===== config.mk =====
export PLATFORM = sky130hd
export DESIGN_NAME = run_sequencer
export DESIGN_NICKNAME = d
export VERILOG_FILES = /design/src/rtl/run_sequencer.sv
export SDC_FILE = /design/constraint.sdc
export NUM_CORES = 1
export LEC_CHECK = 0
export CAP_MARGIN = 15
export CORE_MARGIN = 2
export CORE_UTILIZATION = 59
export CTS_CLUSTER_SIZE = 8
export DETAILED_ROUTE_END_ITERATION = 8
export DONT_BUFFER_PORTS = 1
export PLACE_DENSITY = 0.86
export SLEW_MARGIN = 20
export SYNTH_ARGS = -nofsm -noshare
export SYNTH_HDL_FRONTEND = slang
export SYNTH_SLANG_ARGS = --single-unit

===== constraint.sdc =====
create_clock -name CLK -period 2.11 [get_ports CLK]
set_input_delay 0.211 -clock CLK [delete_from_list [all_inputs] [get_ports CLK]]
set_output_delay 0.211 -clock CLK [all_outputs]
set_load 0.02 [all_outputs]

===== src/rtl/run_sequencer.sv =====
// Run sequencer: one program run of the 9-bit core, DataRAM port arbitration.
// Optional watchdog enabled by defining RUN_WATCHDOG_EN.
module run_sequencer #(
  parameter int AW         = 8,
  parameter int DW         = 8,
  parameter int CW         = 16,
  parameter int MAX_CYCLES = 4096
) (
  input  logic          CLK,
  input  logic          start,
  input  logic          go,
  input  logic          host_valid,
  output logic          host_ready,
  input  logic          host_write,
  input  logic [AW-1:0] host_addr,
  input  logic [DW-1:0] host_wdata,
  output logic          host_rvalid,
  output logic [DW-1:0] host_rdata,
  input  logic          core_halt,
  input  logic          core_mem_rd,
  input  logic          core_mem_wr,
  input  logic [AW-1:0] core_addr,
  input  logic [DW-1:0] core_wdata,
  output logic [DW-1:0] core_rdata,
  output logic          core_init,
  output logic          core_run,
  output logic          mem_rd,
  output logic          mem_wr,
  output logic [AW-1:0] mem_addr,
  output logic [DW-1:0] mem_wdata,
  input  logic [DW-1:0] mem_rdata,
  output logic          busy,
  output logic          done,
  output logic          timeout,
  output logic [CW-1:0] cycle_count
);

  typedef enum logic [1:0] {
    IDLE,
    INIT,
    RUN,
    DONE
  } state_t;

  state_t        state;
  state_t        state_nx;
  logic [CW-1:0] cnt;
  logic          to_q;
  logic          rvalid_q;
  logic [DW-1:0] rdata_q;
  logic          wd_hit;
  logic          host_rd_acc;

`ifdef RUN_WATCHDOG_EN
  assign wd_hit = (cnt == CW'(MAX_CYCLES - 1));
`else
  assign wd_hit = 1'b0;
`endif

  always_comb begin
    state_nx   = state;
    host_ready = 1'b0;
    unique case (state)
      IDLE, DONE: begin
        host_ready = host_valid;
        if (go && !host_valid) state_nx = INIT;
      end
      INIT: state_nx = RUN;
      RUN: begin
        if (core_halt || wd_hit) state_nx = DONE;
      end
      default: state_nx = IDLE;
    endcase
  end

  assign core_run    = (state == RUN);
  assign core_init   = (state == INIT);
  assign busy        = core_run || core_init;
  assign done        = (state == DONE);
  assign host_rd_acc = host_ready && !host_write;

  // Host traffic only reaches the RAM once it has been accepted.
  always_comb begin
    if (core_run) begin
      mem_rd     = core_mem_rd;
      mem_wr     = core_mem_wr;
      mem_addr   = core_addr;
      mem_wdata  = core_wdata;
      core_rdata = mem_rdata;
    end else begin
      mem_rd     = host_rd_acc;
      mem_wr     = host_ready && host_write;
      mem_addr   = host_addr;
      mem_wdata  = host_wdata;
      core_rdata = '0;
    end
  end

  always_ff @(posedge CLK or posedge start) begin
    if (start) begin
      state    <= IDLE;
      cnt      <= '0;
      to_q     <= 1'b0;
      rvalid_q <= 1'b0;
      rdata_q  <= '0;
    end else begin
      state    <= state_nx;
      rvalid_q <= host_rd_acc;
      if (host_rd_acc) rdata_q <= mem_rdata;
      if (state == INIT) begin
        cnt  <= '0;
        to_q <= 1'b0;
      end else if (state == RUN) begin
        if (!(&cnt)) cnt <= cnt + 1'b1;
        if (wd_hit && !core_halt) to_q <= 1'b1;
      end
    end
  end

  assign host_rvalid = rvalid_q;
  assign host_rdata  = rdata_q;
  assign timeout     = to_q;
  assign cycle_count = cnt;

endmodule


==> run_results.csv, run 1 <==
group,metric,value,unit
status,status,"finished, violations left",
status,violations,"DRC",
synthesis,synth.distinct_cells,42,
worst_setup_path,path_common_cell,"buf_4",
die,rows,19,
cells_and_area,drive_above_1_share,0.265,
pwr,leakagePower,0.829,nW
die,chipWidth,58.6,um
worst_setup_path,cp_data_required_time,1.90,ns
worst_setup_path,path_max_fanout,5,
cts,tritoncts.num_buffers,3,
drt,post_drt_wl_per_cell,19.3,um
drt,drt_drc_violations_left,9,
placed_design,dp_hpwl,3.41,mm
cts,htreeDepth,1,
worst_setup_path,slowest_stage,"dfrtp_2",
cells_and_area,stdcell_count,231,
grt,antenna_found_initial,0,
pwr,p_per_area,1280,nW/um2
synthesis,ys_seq_elements,27,
timing,setup_viol,0,
drt,viasPerCell,6.60,
worst_setup_path,cp-startpoint,"state[0]$_DFFE_PP0P_",
drt,drt-pass1-iter-count,6,
placed_design,io_buffers,0,
timing,finalSetupTns,0,ns
cells_and_area,nNetsFinal,254,
synthesis,async_flop_share,1.00,
drt,wl,4.45,mm
synthesis,synth_area_leaders,"dfrtp_1 38%, mux2_2 13%, ha_1 3.6%",
worst_setup_path,cp-end-kind,"primary output",
worst_setup_path,setup.worst_path.class,"register to primary output",
die,start_util,0.628,
timing,whs,0.0188,ns
timing,max_freq,0.504,GHz
cts,clock_path_buffers,2,
cells_and_area,n_antenna_cell,0,
timing,drv_slew,0,
worst_setup_path,critPathTopFamily,"flip-flops",
synthesis,syn_avg_cell_area,9.52,um2
timing,grt_setup_unrepaired,"false",
worst_setup_path,critPathLaunchType,"register",
timing,hold_viol_final,0,
pwr,swShare,0.502,
cts,clk_latency,0.32,ns
placed_design,gp_congestion,0.887,
worst_setup_path,reg2reg_from,"cycle_count[0]$_DFFE_PP0P_",
synthesis,yosys.cell_count.top_type,"dfrtp_1",
cts,cts_tree,"yes",
placed_design,dp_cells,225,
worst_setup_path,crit_chain,"inv_1, ha_1, and2_1, buf_4, nand2_1, o21ai_0, buf_4",
cells_and_area,area_delta_synth_final,10.3,%
cts,post_cts_buffers,0,
synthesis,yosysTopAreaCellShare,0.384,
synthesis,synth_edf_count,0,
cells_and_area,final_util,0.692,
synthesis,syn_area,1760,um2
timing,fin_skew,0.00507,ns
die,dieHeight,58.6,um
cts,clk_pin_slew_worst_paths,0.14,ns
synthesis,yosysTopAreaCell,"dfrtp_1",
synthesis,ys_seq_area_frac,0.384,
pwr,peakVddDrop,0.649,mV
pwr,pwr-share-seq,0.361,
pwr,internal_power,1.24,mW
drt,drt_iter0_markers,83,
hold_path,min-delay-start,"mem_rdata[0]",
die,ios,105,
grt,grt_pass1_wl,6.89,mm
drt,routed-via-count,1524,
die,die_area,3440,um2
pwr,p_comb_frac,0.549,
grt,track_usage,0.263,
pwr,p_switching,1.25,mW
grt,overflow,0,
worst_setup_path,crit_path_max_incr_delay,0.43,ns
timing,min_period,1.99,ns
cts,cts.sinks,27,
worst_setup_path,path_buf_inv,3,
die,core-area,2810,um2
job,maxCapViolCount,0,
timing,period_share,0.941,
synthesis,synth_ff_type,"dfrtp_1",
drt,drtAntennaViolNets,0,
cts,clockRootBuffer,"clkbuf_4",
synthesis,synthesis.nets,238,
hold_path,holdCritPathClass,"input port to register",
synthesis,syn_inst,185,
worst_setup_path,cp.arrival,1.77,ns
synthesis,yosys-top-cells-count,"27 x dfrtp_1, 21 x mux2_2, 16 x nor2_1",
synthesis,ys_warn_count,0,
grt,grt_max_degree,31,
pwr,pwr-share-clk,0.090,
grt,grt_pass1_vias,1426,
==> metal layers <==
layer	GRT usage	part of all wire	up-vias
met3	0.0484	0.089	5
met4	0.0974	0.011	0
li1	-	-	699
met2	0.432	0.50	84
met5	0	0	-
met1	0.347	0.40	736
==> power groups by stage <==
stage          Combinational, mW  Sequential (mW)  Clock (mW)
2_1_floorplan              0.963            0.962           0
3_3_place_gp                1.30            0.892           0
3_5_place_dp                1.35            0.901           0
4_1_cts                     1.36            0.892       0.226
5_1_grt                     1.48            0.916       0.247
6_report                    1.37            0.896       0.223
==> registers in the layout, indices dropped and copies added (netlist names) <==
name         cells
host_rdata       8
cycle_count     16
host_rvalid      1
state            2
==> kinds of logic after synthesis <==
group,synth area share
DFF,0.384
buffers and inverters,0.0476
other,0.00213
muxes,0.171
AOI/OAI and AO/OA,0.153
adders and majority gates,0.0355
and+or+nand+nor,0.208
==> cells in the final DEF (no fill, tap or decap), types with 3 or more instances in the layout <==
cell,instances
dfrtp_1,26
mux2_2,21
buf_4,18
nor2_1,16
inv_1,11
nand2_1,11
and2_1,9
a21oi_1,7
o21ai_0,7
o21ai_1,5
nor3_1,5
ha_1,5
nand4_1,4
nand3_1,4
o2bb2ai_1,4
mux2_1,3
o31ai_1,3
and3_1,3
mux2i_1,3
a211o_1,3
clkbuf_4,3
==> area by class of cell <==
cell class,count,area [um2]
Sequential cell,27,677
Multi-Input combinational cell,138,1000
Inverter,11,41.3
Tap cell,31,38.8
Clock buffer,4,26.3
Timing Repair Buffer,20,155
Fill cell,208,863
==> repair_timing <==
action	CTS	global route
hold endpoints to repair	27	1
resized for setup	1	1
hold buffers	1	1
endpoints found under the setup margin	1	2
==> stage by stage <==
| step | setup WS (ns) | total power, mW | area [um2] |
|---|---|---|---|
| 2_1_floorplan | 0.119 | 1.93 | 1760 |
| 3_3_place_gp | 0.367 | 2.20 | 1890 |
| 3_5_place_dp | 0.307 | 2.25 | 1890 |
| 4_1_cts | 0.0948 | 2.47 | 1930 |
| 5_1_grt | 0.00542 | 2.64 | 1940 |
| 6_report | 0.125 | 2.48 | 1940 |
==> path summary, 6_finish.rpt <==
kind | depth (start not counted) | end | slack [ns]
min in group asynchronous | 3 | host_rdata[6]$_DFFE_PP0P_ | 0.38
hold reg to reg | 2 | cycle_count[3]$_DFFE_PP0P_ | 0.61
setup reg to reg | 5 | cycle_count[14]$_DFFE_PP0P_ | 0.29
hold / removal | 1 | host_rdata[0]$_DFFE_PP0P_ | 0.02
setup / recovery | 7 | mem_wr | 0.12
max in group asynchronous | 3 | state[0]$_DFFE_PP0P_ | 1.46
(Power assumes the default switching activity.)
==> run 2: changes to the inputs <==
Settings changed: CORE_MARGIN 2 to 3.
==> run_results.csv, run 2 (synthesis results as in run 1) <==
group,metric,value,unit
worst_setup_path,cp-end-kind,"primary output",
drt,viasPerCell,6.53,
grt,grt_max_degree,22,
pwr,pwr-share-seq,0.353,
cells_and_area,nFillCells,209,
timing,slew_headroom,0.662,
worst_setup_path,regToRegEndpoint,"cycle_count[14]$_DFFE_PP0P_",
die,die_area,3680,um2
timing,min_period,1.98,ns
cells_and_area,n_antenna_cell,0,
grt,grt_pass1_wl,6.87,mm
grt,grt_use_met1,0.310,
pwr,internal_power,1.27,mW
cells_and_area,nNetsFinal,258,
placed_design,pre_cts_ws,0.303,ns
timing,whs,0.0211,ns
cts,clk_latency,0.33,ns
cells_and_area,area_delta_synth_final,12.4,%
cells_and_area,largest_reg_flops,16,
worst_setup_path,reg2reg_slack,0.28,ns
grt,overflow,0,
cts,clock_path_buffers,2,
worst_setup_path,path_max_fanout,5,
cells_and_area,final_cell_mix,"27 x dfrtp_1, 21 x mux2_2, 19 x buf_4, 16 x nor2_1",
grt,grt.busiest_layer,"met2",
worst_setup_path,critPathLaunchType,"register",
grt,grt_pass1_vias,1472,
placed_design,dp_hpwl,3.77,mm
placed_design,gp_congestion,0.859,
worst_setup_path,setup.worst_path.class,"register to primary output",
timing,layout_setup_ws,0.127,ns
placed_design,dp_cells,225,
worst_setup_path,cp-startpoint,"state[0]$_DFFE_PP0P_",
worst_setup_path,critPathCapture,"mem_wr",
drt,wl,4.80,mm
grt,use_met2,0.429,
worst_setup_path,reg2reg_from,"cycle_count[1]$_DFFE_PP0P_",
pwr,pwr-share-clk,0.091,
cells_and_area,layout_commonest_cell,"dfrtp_1",
drt,routed-via-count,1535,
worst_setup_path,cp_data_required_time,1.90,ns
status,status,"finished clean",
placed_design,io_buffers,0,
timing,drv_slew,0,
grt,antenna_found_initial,0,
cts,htreeDepth,1,
pwr,leakagePower,0.847,nW
timing,fin_skew,0.0139,ns
pwr,power.total,2.55,mW
cells_and_area,drive_above_1_share,0.260,
timing,max_freq,0.504,GHz
timing,grt_setup_unrepaired,"false",
timing,hold_viol_final,0,
timing,tightestPinTransition,0.507,ns
die,core-area,2810,um2
hold_path,holdCritPathClass,"input port to register",
cts,tritoncts.num_buffers,3,
cts,cts_tree,"yes",
timing,finalSetupTns,0,ns
timing,setup_viol,0,
pwr,p_per_area,1290,nW/um2
die,ios,105,
placed_design,placed_cell_area,1890,um2
die,rows,19,
die,start_util,0.628,
timing,period_share,0.940,
pwr,peakVddDrop,0.653,mV
hold_path,min-delay-start,"mem_rdata[5]",
drt,drt_drc_violations_left,0,
cells_and_area,final_util,0.705,
die,chipWidth,60.6,um
pwr,p_switching,1.28,mW
worst_setup_path,rr_worst_depth,5,
cts,clockRootBuffer,"clkbuf_4",
cts,clk_pin_slew_worst_paths,0.15,ns
grt,met3_usage,0.0404,
drt,drt_iter0_markers,89,
drt,post_drt_wl_per_cell,20.4,um
pwr,p_comb_frac,0.556,
pwr,swShare,0.502,
grt,track_usage,0.250,
job,maxCapViolCount,0,
worst_setup_path,cp.arrival,1.77,ns
die,dieHeight,60.6,um
cells_and_area,stdcell_count,235,
drt,drtAntennaViolNets,0,
drt,drt-pass1-iter-count,5,
cts,cts.sinks,27,
cells_and_area,stdcell_area,1980,um2
[run 2: cell count changes in the layout (fill, tap and decap cells not counted)]
cell / delta
dlygate4sd3_1: +3
buf_4: +1
dfrtp_1: +1
dfrtp_2: -1
o21ai_0: -1
o21ai_1: +1
[run 2: worst min path at each step]
| stage | endpoint | slack (ns) | depth (start not counted) |
|---|---|---|---|
| floorplan | cycle_count[0]$_DFFE_PP0P_ | 0.26 | 1 |
| global placement | cycle_count[15]$_DFFE_PP0P_ | 0.14 | 1 |
| detailed placement | cycle_count[12]$_DFFE_PP0P_ | 0.15 | 1 |
| CTS | host_rdata[6]$_DFFE_PP0P_ | 0.003 | 1 |
| global route | host_rdata[5]$_DFFE_PP0P_ | 0.004 | 1 |
| finish | host_rdata[5]$_DFFE_PP0P_ | 0.02 | 1 |
[run 2: worst max-delay path, stage by stage (launching register included)]
cell     delay [ns]
dfrtp_1        0.44
inv_1          0.07
ha_1           0.29
and2_1         0.16
buf_4          0.16
nand2_1        0.06
o21ai_1        0.12
buf_4          0.16
[run 2: power groups by stage]
| stage | Clock, mW | Combinational (mW) | Sequential (mW) |
|---|---|---|---|
| 5_1_grt | 0.260 | 1.55 | 0.920 |
| 4_1_cts | 0.231 | 1.40 | 0.894 |
| 6_report | 0.230 | 1.42 | 0.899 |
| 3_5_place_dp | 0 | 1.40 | 0.905 |
| 3_3_place_gp | 0 | 1.33 | 0.896 |
| 2_1_floorplan | 0 | 0.963 | 0.962 |
[run 2: timing repair]
action                     4_1_cts  5_1_grt
resized for setup                1        1
hold endpoints to repair        12        4
hold buffers                     1        4
setup endpoints to repair        1        2
setup buffers                    0        1
[run 2: per-layer routing]
layer / wire length [um] / vias to the layer above
li1: - / 703
met1: 1850 / 730
met2: 2460 / 94
met3: 427 / 8
met4: 66 / 0
met5: 0 / -
[run 2: cell type report]
type,instances,area (um2),area share
multi-input combinational,138,1000,0.507
sequential,27,676,0.342
timing repair buffer,24,193,0.0974
inverter,11,41.3,0.0209
tap,31,38.8,0.0196
clock buffer,4,26.3,0.0133
==> run 3: changes to the inputs <==
Settings changed: SKIP_LAST_GASP from default to 1.
==> results of run 3 <==
Final layout, timing and power as in run 2 (identical DEF).
